**config.mk**
```make
export PLATFORM = sky130hd
export DESIGN_NAME = uart_receiver
export DESIGN_NICKNAME = d
export VERILOG_FILES = /design/src/rtl/uart_receiver.sv
export SDC_FILE = /design/constraint.sdc
export NUM_CORES = 1
export LEC_CHECK = 0
export ABC_AREA = 1
export CORE_MARGIN = 2
export CORE_UTILIZATION = 25
export DETAILED_ROUTE_END_ITERATION = 7
export PLACE_DENSITY = 0.47
export SLEW_MARGIN = 10
export SYNTH_ARGS = -nofsm -noshare
export SYNTH_HDL_FRONTEND = slang
export SYNTH_SLANG_ARGS = --single-unit
```
**constraint.sdc**
```tcl
create_clock -name clk_100MHz -period 3.6 [get_ports clk_100MHz]
set_input_delay 0.54 -clock clk_100MHz [delete_from_list [all_inputs] [get_ports clk_100MHz]]
set_output_delay 0.54 -clock clk_100MHz [all_outputs]
set_load 0.02 [all_outputs]
```
**src/rtl/uart_receiver.sv**
```systemverilog
// 8N1 UART receiver: 2-flop input synchronizer, free-running oversample tick,
// and a four-state framing FSM with registered rx_done / framing_error pulses.
module uart_receiver #(
  parameter int DATA_SIZE    = 8,
  parameter int BAUD_DIVISOR = 651,
  parameter int OVERSAMPLE   = 16
) (
  input  logic                 clk_100MHz,
  input  logic                 reset,
  input  logic                 rx,
  output logic [DATA_SIZE-1:0] rx_data,
  output logic                 rx_done,
  output logic                 framing_error,
  output logic                 busy
);

  localparam int TW = (BAUD_DIVISOR > 1) ? $clog2(BAUD_DIVISOR) : 1;
  localparam int SW = (OVERSAMPLE > 1) ? $clog2(OVERSAMPLE) : 1;
  localparam int NW = (DATA_SIZE > 1) ? $clog2(DATA_SIZE) : 1;

  localparam logic [TW-1:0] TICK_LAST = TW'(BAUD_DIVISOR - 1);
  localparam logic [SW-1:0] S_MID     = SW'(OVERSAMPLE / 2 - 1);
  localparam logic [SW-1:0] S_LAST    = SW'(OVERSAMPLE - 1);
  localparam logic [NW-1:0] N_LAST    = NW'(DATA_SIZE - 1);

  typedef enum logic [1:0] {IDLE, START, DATA, STOP} state_t;

  logic                 rx_meta_q, rx_sync_q;
  logic [TW-1:0]        tick_cnt_q;
  logic                 tick;

  state_t               state_q, state_d;
  logic [SW-1:0]        s_q, s_d;
  logic [NW-1:0]        n_q, n_d;
  logic [DATA_SIZE-1:0] shreg_q, shreg_d;
  logic [DATA_SIZE-1:0] rx_data_q, rx_data_d;
  logic                 rx_done_q, rx_done_d;
  logic                 ferr_q, ferr_d;

  assign tick = (tick_cnt_q == TICK_LAST);

  // Synchronizer resets to the idle-high line level so reset never looks like a start bit.
  always_ff @(posedge clk_100MHz) begin
    if (!reset) begin
      rx_meta_q  <= 1'b1;
      rx_sync_q  <= 1'b1;
      tick_cnt_q <= '0;
    end else begin
      rx_meta_q  <= rx;
      rx_sync_q  <= rx_meta_q;
      tick_cnt_q <= tick ? '0 : tick_cnt_q + 1'b1;
    end
  end

  always_ff @(posedge clk_100MHz) begin
    if (!reset) begin
      state_q   <= IDLE;
      s_q       <= '0;
      n_q       <= '0;
      shreg_q   <= '0;
      rx_data_q <= '0;
      rx_done_q <= 1'b0;
      ferr_q    <= 1'b0;
    end else begin
      state_q   <= state_d;
      s_q       <= s_d;
      n_q       <= n_d;
      shreg_q   <= shreg_d;
      rx_data_q <= rx_data_d;
      rx_done_q <= rx_done_d;
      ferr_q    <= ferr_d;
    end
  end

  always_comb begin
    state_d   = state_q;
    s_d       = s_q;
    n_d       = n_q;
    shreg_d   = shreg_q;
    rx_data_d = rx_data_q;
    rx_done_d = 1'b0;
    ferr_d    = 1'b0;

    unique case (state_q)
      IDLE: begin
        // Start detection is not tick-aligned, bounding start uncertainty to one tick.
        if (!rx_sync_q) begin
          state_d = START;
          s_d     = '0;
        end
      end
      START: begin
        if (tick) begin
          if (s_q == S_MID) begin
            s_d = '0;
            if (!rx_sync_q) begin
              state_d = DATA;
              n_d     = '0;
            end else begin
              state_d = IDLE;
            end
          end else begin
            s_d = s_q + 1'b1;
          end
        end
      end
      DATA: begin
        if (tick) begin
          if (s_q == S_LAST) begin
            s_d     = '0;
            shreg_d = {rx_sync_q, shreg_q[DATA_SIZE-1:1]};
            if (n_q == N_LAST) state_d = STOP;
            else               n_d     = n_q + 1'b1;
          end else begin
            s_d = s_q + 1'b1;
          end
        end
      end
      STOP: begin
        if (tick) begin
          if (s_q == S_LAST) begin
            state_d = IDLE;
            s_d     = '0;
            if (rx_sync_q) begin
              rx_data_d = shreg_q;
              rx_done_d = 1'b1;
            end else begin
              ferr_d = 1'b1;
            end
          end else begin
            s_d = s_q + 1'b1;
          end
        end
      end
      default: state_d = IDLE;
    endcase
  end

  assign rx_data       = rx_data_q;
  assign rx_done       = rx_done_q;
  assign framing_error = ferr_q;
  assign busy          = (state_q != IDLE);

endmodule

```
Word-level counts from Yosys, hierarchy flattened

Index checks and enable logic that the tools add are counted.

Register bits after elaboration: 39
Output and inout bits: 11
Input bits: 3

Multiplexer cells: 25
Reductions and logical operators: 11
Equality and inequality tests: 18
Bitwise operators: 1
$add $sub $neg: 3

Operators by type and width:

| kind                  | count |
|---|---|
| $mux 4                | 5 |
| $ne 2x2->1 const B    | 10 |
| $mux 2                | 9 |
| $mux 3                | 6 |
| $pmux 4 s3            | 1 |
| $add 10x1->10 const B | 1 |
| $eq 10x10->1 const B  | 1 |
| $pmux 2 s4            | 1 |
| $reduce_and 4->1      | 2 |
| $reduce_and 8->1      | 1 |
| $reduce_and 7->1      | 1 |
| $pmux 3 s2            | 1 |
| $reduce_and 3->1      | 2 |
| $add 4x1->4 const B   | 1 |
| $eq 2x2->1 const B    | 2 |
| $eq 4x3->1 const B    | 1 |
| $eq 4x4->1 const B    | 1 |
| $reduce_bool 2->1     | 2 |
| $reduce_or 2->1       | 2 |
| $add 3x1->3 const B   | 1 |
| $eq 3x3->1 const B    | 1 |
| $eq 2x1->1 const B    | 1 |
| $logic_not 2->1       | 1 |
| $mux 1                | 2 |
| other kinds (2)       | 2 |

Depth between registers and ports, before layout

Depth in word-level cells: 5
Mapped depth: 10
Depth with buffers taken out: 10

Worst setup path before layout

OpenSTA, ideal clock, no wires.

Path type: register to register
Start: reg tick_cnt_q[0]
End: reg shreg_q[0]
Setup time: 116 ps
Setup slack: 2178 ps
Data required time: 3484 ps
Arrival time: 1306 ps
Stages on the path, launching flop included: 10
Path through: dfxtp_1 inv_1 ha_1 nand2_1 nor2_1 nand3_2 nor3_4 inv_2 nor2_1 nor2_1

Cells in the longest elaborated chain, start to end: 2

RTL lines:

| element                           | line | text |
|---|---|---|
| start: declaration                | 29   | `logic [TW-1:0] tick_cnt_q;` |
| start signal: assignment          | 51   | `tick_cnt_q <= tick ? '0 : tick_cnt_q + 1'b1;` |
| $eq 10x10->1                      | 40   | `assign tick = (tick_cnt_q == TICK_LAST);` |
| $reduce_and 3->1 (no source line) | -    |  |
| end signal: assignment            | 68   | `shreg_q <= shreg_d;` |
| end: declaration                  | 35   | `logic [DATA_SIZE-1:0] shreg_q, shreg_d;` |

No other way between the ends.
A chain may end at the register's enable or synchronous reset.

==> results.sh <==
export IMPL_rsz0062_at_grt="false"
export IMPL_fmax_mhz=477
export IMPL_dpl_cell_count=312
export IMPL_hp_class="flip-flop to flip-flop"
export IMPL_start_util_pct=26.0
export IMPL_cp_end_kind="primary output"
export IMPL_viasPerCell=4.38
export IMPL_finalClockSkew_ns=0.00784
export IMPL_design_area_mm2=0.00199
export IMPL_seq_area_frac_synth_pct=47.4
export IMPL_cts_root_buf="clkbuf_8"
export IMPL_antenna_left=0
export IMPL_h_tree_depth=2
export IMPL_synthAdderAreaFrac_pct=3.80
export IMPL_drive_above_1_share_pct=9.88
export IMPL_grt_max_degree=25
export IMPL_diodes=0
export IMPL_clk_latency_ns=0.29
export IMPL_pin_count=14
export IMPL_drt_iter0_markers=154
export IMPL_cp_arrival_ns=1.56
export IMPL_antenna_found_initial=0
export IMPL_synth_area_mm2=0.00165
export IMPL_area_delta_synth_final_pct=20.6
export IMPL_dieArea_mm2=0.00726
export IMPL_synth_compound_area_share_pct=11.1
export IMPL_rows=29
export IMPL_layout_nets=250
export IMPL_wirelength_um=3350
export IMPL_run_status="finished clean"
export IMPL_worstSetupPathType="flip-flop to primary output"
export IMPL_clk_path_buf_depth=2
export IMPL_crit_fanout=6
export IMPL_synth_cell_types=22
export IMPL_dp_slack_ns=1.69
export IMPL_post_cts_setup_buffers=0
export IMPL_fill_cells=685
export IMPL_cts_resized_gates=0
export IMPL_yosysWarnings=0
export IMPL_instances_no_fill=320
export IMPL_die_h_um=85.2
export IMPL_drc=0
export IMPL_synth_top_family_by_area="simple AND/OR/NAND/NOR gates"
export IMPL_period_share_pct=58.3
export IMPL_finalSetupViolations=0
export IMPL_slew_headroom_pct=76.7
export IMPL_drv_cap=0
export IMPL_vias=1402
export IMPL_numCtsBuffers=5
export IMPL_io_buffers=13
export IMPL_power_total_mw=0.833
export IMPL_powerDensity_mw_per_mm2=419
export IMPL_critPathLaunchType="flip-flop"
export IMPL_placed_area_mm2=0.00187
export IMPL_syn_num_nets=231
export IMPL_grt_usage_pct=9.98
export IMPL_synthXorXnorAreaFrac_pct=0
export IMPL_worst_hold_slack_ns=0.416
export IMPL_setup_tns_ns=0
export IMPL_synthCells=223
export IMPL_vdd_drop_max_mv=0.163
export IMPL_routedWlPerCell_um=10.5
export IMPL_fin_util_pct=31.3
export IMPL_worstMarginPinSlew_ns=0.349
export IMPL_place_gp_congestion=0.837
export IMPL_cts_tree="yes"
export IMPL_hold_viol=0
export IMPL_critical_path_required_ns=3.06
export IMPL_drt_pass1_iter_count=4
export IMPL_overflow=0
export IMPL_path_clk_slew_ns=0.07
export IMPL_clock_sink_count=39
export IMPL_holdBufCountCts=0
export IMPL_layout_min_cycle_time_ns=2.10
export IMPL_ys_ff_latch=39
export IMPL_grt_pass1_vias=1323
export IMPL_place_detailed_hpwl_um=2410
export IMPL_core_area_mm2=0.00635
export IMPL_setup_slack_ns=1.50
export IMPL_grt_pass1_wl_um=5710
export IMPL_die_x_um=85.2
export IMPL_syn_area_per_cell_um2=7.39
export IMPL_yosys_area_share_simple_pct=32.0
export IMPL_synth_area_mux_share_pct=0
export IMPL_p_leak_nw=0.871
export IMPL_final_max_slew_viol_count=0
state kept, by name, summed over array words and instances (netlist names), named ones only:
| register | count |
|---|---|
| shreg_q | 8 |
| state_q | 1 |
| rx_done | 1 |
| framing_error | 1 |
| n_q | 3 |
| tick_cnt_q | 10 |
| rx_sync_q | 1 |
| rx_data | 8 |
| s_q | 4 |
| rx_meta_q | 1 |
cells in the mapped netlist (all sizes together):
library cell,number,area [um2]
nor3b,1,7.51
nor2,60,228
o21bai,1,7.51
inv,23,86.3
a21oi,9,45.0
ha,5,62.6
nand2,33,126
o21ai,26,130
buf,1,3.75
or2,3,18.8
nand3,9,55.1
clkbuf,1,3.75
nor3,9,67.6
dfxtp,39,781
nand4,3,25.0
layout by cell type, fill, tap and decap left out, types with 2 or more instances in the layout:
cell type        Yosys  routed
nand4_1              2       2
nor3_1               7       7
clkdlybuf4s50_1      0      13
o21ai_0             22      22
inv_1               18      18
nor3_4               2       2
ha_1                 5       5
inv_2                5       5
nand3_2              2       2
or2_2                3       3
dfxtp_1             39      39
nand3_1              7       7
a21oi_1              9       9
o21ai_1              4       4
nand2_1             32      32
nor2_1              59      59
clkbuf_8             0       5
area by class of cell:
cell class	instances	area, um2	area share, %
Sequential cell	39	781	39.3
Multi-Input combinational cell	159	773	38.9
Timing Repair Buffer	14	138	6.93
Tap cell	77	96.3	4.85
Inverter	23	86.3	4.35
Clock buffer	5	68.8	3.46
Clock inverter	3	43.8	2.20
power breakdown:
part           internal, mW  switching (mW)  leakage [nW]
Clock                 0.206           0.156        0.0581
Sequential            0.437         0.00509         0.315
Combinational        0.0111          0.0183         0.497
Total                 0.654           0.179         0.871
cell families (layout without fill, tap and decap cells):
logic type      Yosys count  count (layout)
buf+inv                  25              45
fa+ha+maj                 5               5
simple gates            118             118
flops                    39              39
compound gates           36              36
routing by layer:
layer  vias up  global-route usage (%)  share of wire, %
li1        755                       -                 -
met1       612                    12.2                49
met2        28                    15.8                45
met3         7                    2.72               3.7
met4         0                    5.63               2.3
met5         -                       0                 0
final timing paths:
check / startpoint / endpoint / slack (ns) / cells past startpoint
hold / removal: rx_meta_q / rx_sync_q / 0.42 / 1
setup / recovery: flip-flop / busy / 1.50 / 3
setup reg to reg: tick_cnt_q[0] / shreg_q[1] / 1.87 / 9
hold reg to reg: rx_meta_q / rx_sync_q / 0.42 / 1
worst max-delay path: stages, from the launching register on:
cell	delay, ns
dfxtp_1	0.45
inv_2	0.08
nand2_1	0.13
clkdlybuf4s50_1	0.62
No activity file was read; power rests on OpenSTA's default activity.
